File: src/rtl/uart_tx_framer.sv
// uart_tx_framer
//   Parametrised UART transmit framer. Accepts one word over a valid/ready
//   handshake and serialises it as: start bit (0), DATA_W data bits LSB-first,
//   an optional parity bit, then one or two stop bits (1). Bit timing is
//   derived from the external baud_tick strobe, TICKS_PER_BIT ticks per bit.
//
// Ports
//   clk          rising-edge clock
//   reset        synchronous active-high reset
//   baud_tick    one-cycle bit-timing strobe
//   in_data      word to transmit
//   in_valid     in_data valid
//   in_ready     framer can accept a word (high only when idle)
//   parity_mode  00/11 none, 01 even, 10 odd (latched at accept)
//   stop2        1 = two stop bits, 0 = one (latched at accept)
//   txd          serial line, idles high
//   busy         frame in progress
//   frame_done   one-cycle pulse on the edge the frame completes
module uart_tx_framer #(
  parameter int DATA_W        = 8,
  parameter int TICKS_PER_BIT = 16
) (
  input  logic              clk,
  input  logic              reset,
  input  logic              baud_tick,
  input  logic [DATA_W-1:0] in_data,
  input  logic              in_valid,
  output logic              in_ready,
  input  logic [1:0]        parity_mode,
  input  logic              stop2,
  output logic              txd,
  output logic              busy,
  output logic              frame_done
);

  localparam int TW = (TICKS_PER_BIT > 1) ? $clog2(TICKS_PER_BIT) : 1;
  localparam int BW = (DATA_W > 1) ? $clog2(DATA_W) : 1;
  localparam logic [TW-1:0] TICK_LAST = TW'(TICKS_PER_BIT - 1);
  localparam logic [BW-1:0] BIT_LAST  = BW'(DATA_W - 1);

  typedef enum logic [2:0] {
    S_IDLE,
    S_START,
    S_DATA,
    S_PARITY,
    S_STOP
  } state_t;

  state_t            state_q, state_d;
  logic [TW-1:0]     tick_q, tick_d;
  logic [BW-1:0]     bit_q, bit_d;
  logic [DATA_W-1:0] shreg_q, shreg_d;
  logic              par_q, par_d;
  logic              paren_q, paren_d;
  logic              stop2_q, stop2_d;
  logic              txd_q, txd_d;
  logic              busy_q, busy_d;
  logic              ready_q, ready_d;
  logic              done_q, done_d;
  logic              period_end;

  // Even mode sends the XOR of the data; odd mode (10) sends its complement.
  function automatic logic parity_bit(input logic [DATA_W-1:0] d,
                                      input logic [1:0] mode);
    return (^d) ^ (mode == 2'b10);
  endfunction

  assign period_end = baud_tick && (tick_q == TICK_LAST);

  always_comb begin
    state_d = state_q;
    tick_d  = tick_q;
    bit_d   = bit_q;
    shreg_d = shreg_q;
    par_d   = par_q;
    paren_d = paren_q;
    stop2_d = stop2_q;
    txd_d   = txd_q;
    busy_d  = busy_q;
    ready_d = ready_q;
    done_d  = 1'b0;

    if (state_q != S_IDLE && baud_tick) begin
      tick_d = period_end ? '0 : tick_q + TW'(1);
    end

    case (state_q)
      S_IDLE: begin
        if (in_valid && ready_q) begin
          shreg_d = in_data;
          par_d   = parity_bit(in_data, parity_mode);
          paren_d = ^parity_mode;           // 01 or 10 enable parity
          stop2_d = stop2;
          tick_d  = '0;
          bit_d   = '0;
          state_d = S_START;
          txd_d   = 1'b0;
          busy_d  = 1'b1;
          ready_d = 1'b0;
        end
      end
      S_START: begin
        if (period_end) begin
          state_d = S_DATA;
          txd_d   = shreg_q[0];
          bit_d   = '0;
        end
      end
      S_DATA: begin
        if (period_end) begin
          if (bit_q == BIT_LAST) begin
            bit_d = '0;                     // reused below as stop-bit index
            if (paren_q) begin
              state_d = S_PARITY;
              txd_d   = par_q;
            end else begin
              state_d = S_STOP;
              txd_d   = 1'b1;
            end
          end else begin
            shreg_d = shreg_q >> 1;
            txd_d   = shreg_q[1];
            bit_d   = bit_q + BW'(1);
          end
        end
      end
      S_PARITY: begin
        if (period_end) begin
          state_d = S_STOP;
          txd_d   = 1'b1;
          bit_d   = '0;
        end
      end
      S_STOP: begin
        if (period_end) begin
          if (stop2_q && bit_q == '0) begin
            bit_d = BW'(1);
          end else begin
            state_d = S_IDLE;
            txd_d   = 1'b1;
            busy_d  = 1'b0;
            ready_d = 1'b1;
            done_d  = 1'b1;
            bit_d   = '0;
          end
        end
      end
      default: begin
        state_d = S_IDLE;
        txd_d   = 1'b1;
        busy_d  = 1'b0;
        ready_d = 1'b1;
      end
    endcase
  end

  always_ff @(posedge clk) begin
    if (reset) begin
      state_q <= S_IDLE;
      tick_q  <= '0;
      bit_q   <= '0;
      shreg_q <= '0;
      par_q   <= 1'b0;
      paren_q <= 1'b0;
      stop2_q <= 1'b0;
      txd_q   <= 1'b1;
      busy_q  <= 1'b0;
      ready_q <= 1'b1;
      done_q  <= 1'b0;
    end else begin
      state_q <= state_d;
      tick_q  <= tick_d;
      bit_q   <= bit_d;
      shreg_q <= shreg_d;
      par_q   <= par_d;
      paren_q <= paren_d;
      stop2_q <= stop2_d;
      txd_q   <= txd_d;
      busy_q  <= busy_d;
      ready_q <= ready_d;
      done_q  <= done_d;
    end
  end

  assign txd        = txd_q;
  assign busy       = busy_q;
  assign in_ready   = ready_q;
  assign frame_done = done_q;

endmodule

File: config.mk
export PLATFORM = sky130hd
export DESIGN_NAME = uart_tx_framer
export DESIGN_NICKNAME = d
export VERILOG_FILES = /design/src/rtl/uart_tx_framer.sv
export SDC_FILE = /design/constraint.sdc
export NUM_CORES = 1
export LEC_CHECK = 0
export BUFFER_PORTS_ARGS = -buffer_cell sky130_fd_sc_hd__buf_2
export CELL_PAD_IN_SITES_DETAIL_PLACEMENT = 0
export CELL_PAD_IN_SITES_GLOBAL_PLACEMENT = 1
export CORE_MARGIN = 4
export CORE_UTILIZATION = 39
export CTS_CLUSTER_SIZE = 28
export DETAILED_ROUTE_END_ITERATION = 10
export GPL_ROUTABILITY_DRIVEN = 0
export HOLD_SLACK_MARGIN = 0.05
export PLACE_DENSITY_LB_ADDON = 0.1
export SLEW_MARGIN = 20
export SYNTH_ARGS = -nofsm -noshare
export SYNTH_HDL_FRONTEND = slang
export SYNTH_SLANG_ARGS = --single-unit
File: constraint.sdc
create_clock -name clk -period 1.8 [get_ports clk]
set_input_delay 0.54 -clock clk [delete_from_list [all_inputs] [get_ports clk]]
set_output_delay 0.54 -clock clk [all_outputs]
set_load 0.005 [all_outputs]
==> run metrics <==
fin crit share=92.0%; DR WL met2=1470 microns; Setup CP Type=flip-flop to flip-flop; Filler cells=345; sequential share of the synthesized area=35.0%; Final ANT Viol Nets=0; CTS tree=built; sequential cell area=500 sq um; layout cells sized above 1=31.2%; clk buf depth=2; Synth Warn #=0; nets@finish=207; asr flop ratio synth=0%; Max Fclk=0.604 GHz; die width=68.5 microns; DIE HEIGHT=68.5 microns; Seq cells post-synth=25; clk slew on worst S/H paths=0.09 ns; Hold Path Class=flip-flop to flip-flop; LEAKAGE=0.718 nW; peak supply drop=0.000483 V; max cap viols=0; crit path max fanout=5; worst path required time=1.95 ns; First DRT Iteration DRCs=52; worst reg2reg endpoint=bit_q[2]$_SDFFE_PP0P_; # rows=21; Via Count=1269; critical path endpoint=bit_q[2]$_SDFFE_PP0P_; GRT Residual Overflow=0; Crit Reg-Reg Startpoint=tick_q[0]$_SDFF_PP0_; DRC errors left=0; H-tree Lvls=1; EDFF count, synth=0; DR vias/cell=5.47; Netlist cell types=43; Slew Limit Fails=0; fin cells=232; M1 WL=1660 microns; routed wire length=3270 microns; CTS Buf Count=3; worst slew pin tran=0.502 ns; Placed Cells=228; Detailed Routing Iterations Pass 1=4; status=finished clean; Mapped Cells=156; synthesized net count=176; Multi-input gate area=870 sq um; CP arrival=1.81 ns; DR WL/cell=14.1 microns; detailed placer's ending HPWL=2600 microns; Max-slew headroom=66.3%; clk root buf=clkbuf_8; Hold Startpoint=stop2_q$_SDFFE_PP0P_; RSZ-0062 raised after global routing=false; top layer reached by signal wires=met4; syn avg cell area=9.16 sq um; Worst R2R Path Depth=5; Post-CTS Hold Buffers=0; first-pass GRT wire length=5300 microns; Clk Latency, worst-skew pair=0.27 ns; Core Area=3440 sq um; final setup fails=0; clk sink count=25; initial antenna violation count=0; Layout area overhead=19.7%; Starting Density=41.5%; flop-to-flop setup slack=0.14 ns; Overall Global Routing Usage=15.1%; minimum clock period=1.66 ns; I/O Buffers=18; Top FF cell, synth=dfxtp_1; Final Skew=0.00848 ns; Antenna Cells=0; number of I/O pins=19; CP startpoint kind=flip-flop; setup_tns=0 ns; pin count of the biggest net entering global routing=15; vias in the first global route=1129; PwrDens=885 nW/um^2; Netlist Area Pre-Place=1430 sq um; Fin. Hold Viols=0; Die ar.=4700 sq um; Routed met3 length=99 microns; Setup crit end kind=flip-flop; Worst setup startpoint=tick_q[0]$_SDFF_PP0_
[worst min-delay path by stage]
stage,end,slack (ns),cells past startpoint
finish,stop2_q$_SDFFE_PP0P_,0.48,2
global route,stop2_q$_SDFFE_PP0P_,0.51,3
CTS,stop2_q$_SDFFE_PP0P_,0.47,2
detailed placement,stop2_q$_SDFFE_PP0P_,0.46,2
global placement,stop2_q$_SDFFE_PP0P_,0.46,2
floorplan,stop2_q$_SDFFE_PP0P_,0.44,2
[repair_timing]
action | CTS | global route
buffers inserted | 0 | 0
gates resized for setup | 0 | 5
setup endpoints to repair | 0 | 12
[cells in the final DEF, fill, tap and decap left out, drive strengths merged, types with 6 or more instances in the layout]
master  Yosys  layout
nand2       8       8
a211oi     12      12
nor2        6       6
buf         6      35
o21ai       8       8
a21oi      19      19
mux2i       8       8
nor3        9       9
nand3       8       8
dfxtp      25      25
[Yosys cell counts (all sizes together) (2+ instances only)]
cell    instances  area share (%)
buf             6             2.9
nor2b           2            0.88
nand2           8             2.3
or3             4             1.8
clkbuf          3            0.79
nor2            6             1.8
xnor3           2             3.2
ha              5             4.4
a211oi         12             8.8
a21oi          19             6.7
nor3            9             3.5
xnor2           2             1.2
nand3b          2             1.1
dfxtp          25              35
nand4           4             1.8
inv             5             1.3
xor2            2             1.2
nand3           8             2.8
o21ai           8             2.8
mux2i           8             5.6
[per-layer routing]
metal,vias up,global-route usage (%)
met5,-,0
met4,0,5.21
met3,5,1.94
met2,18,24.0
met1,606,21.1
li1,640,-
[sequential cells by signal, indices dropped and copies added, names as in the netlist]
name	cells
par_q	1
stop2_q	1
bit_q	3
shreg_q	8
busy	1
paren_q	1
state_q	3
txd	1
in_ready	1
tick_q	4
frame_done	1
[critical path, stage by stage, from the launching register on]
cell and delay, ns:
dfxtp_1 0.41, ha_2 0.23, nand4_1 0.24, or3_1 0.49, nand3_1 0.10, a21oi_1 0.07
[area by class of cell]
type | count | share of cell area, %
Timing Repair Buffer | 35 | 12.7
Clock inverter | 1 | 0.293
Multi-Input combinational cell | 117 | 50.8
Inverter | 5 | 1.10
Tap cell | 46 | 3.37
Clock buffer | 3 | 2.41
Sequential cell | 25 | 29.3
[power by group]
part	internal [W]	leakage (nW)	switching, W
registers	0.000632	0.205	0.0000597
logic	0.000236	0.488	0.000252
clock network	0.000155	0.0255	0.000180
[kinds of logic after synthesis]
logic type                 share of synthesized area, %
xor gates and xnor gates                           5.60
adders and majority gates                          4.38
muxes                                              5.60
buffers and inverters                              4.99
and+or+nand+nor                                    18.5
DFF                                                35.0
AOI/OAI and AO/OA                                  25.9
[through the flow]
stage | hold WS [ns] | util, % | setup WS, ns | instance area, sq um | power [W]
after global placement | 0.456 | 48.0 | 0.0577 | 1650 | 0.00118
final | 0.475 | 49.7 | 0.145 | 1710 | 0.00151
after detailed placement | 0.463 | 48.0 | 0.00635 | 1650 | 0.00119
after global routing | 0.514 | 49.7 | 0.0237 | 1710 | 0.00161
after floorplan | 0.436 | - | 0.115 | 1430 | 0.00104
after CTS | 0.474 | 49.3 | 0.0369 | 1700 | 0.00153
Note: power is estimated with default switching activity, not from simulation.
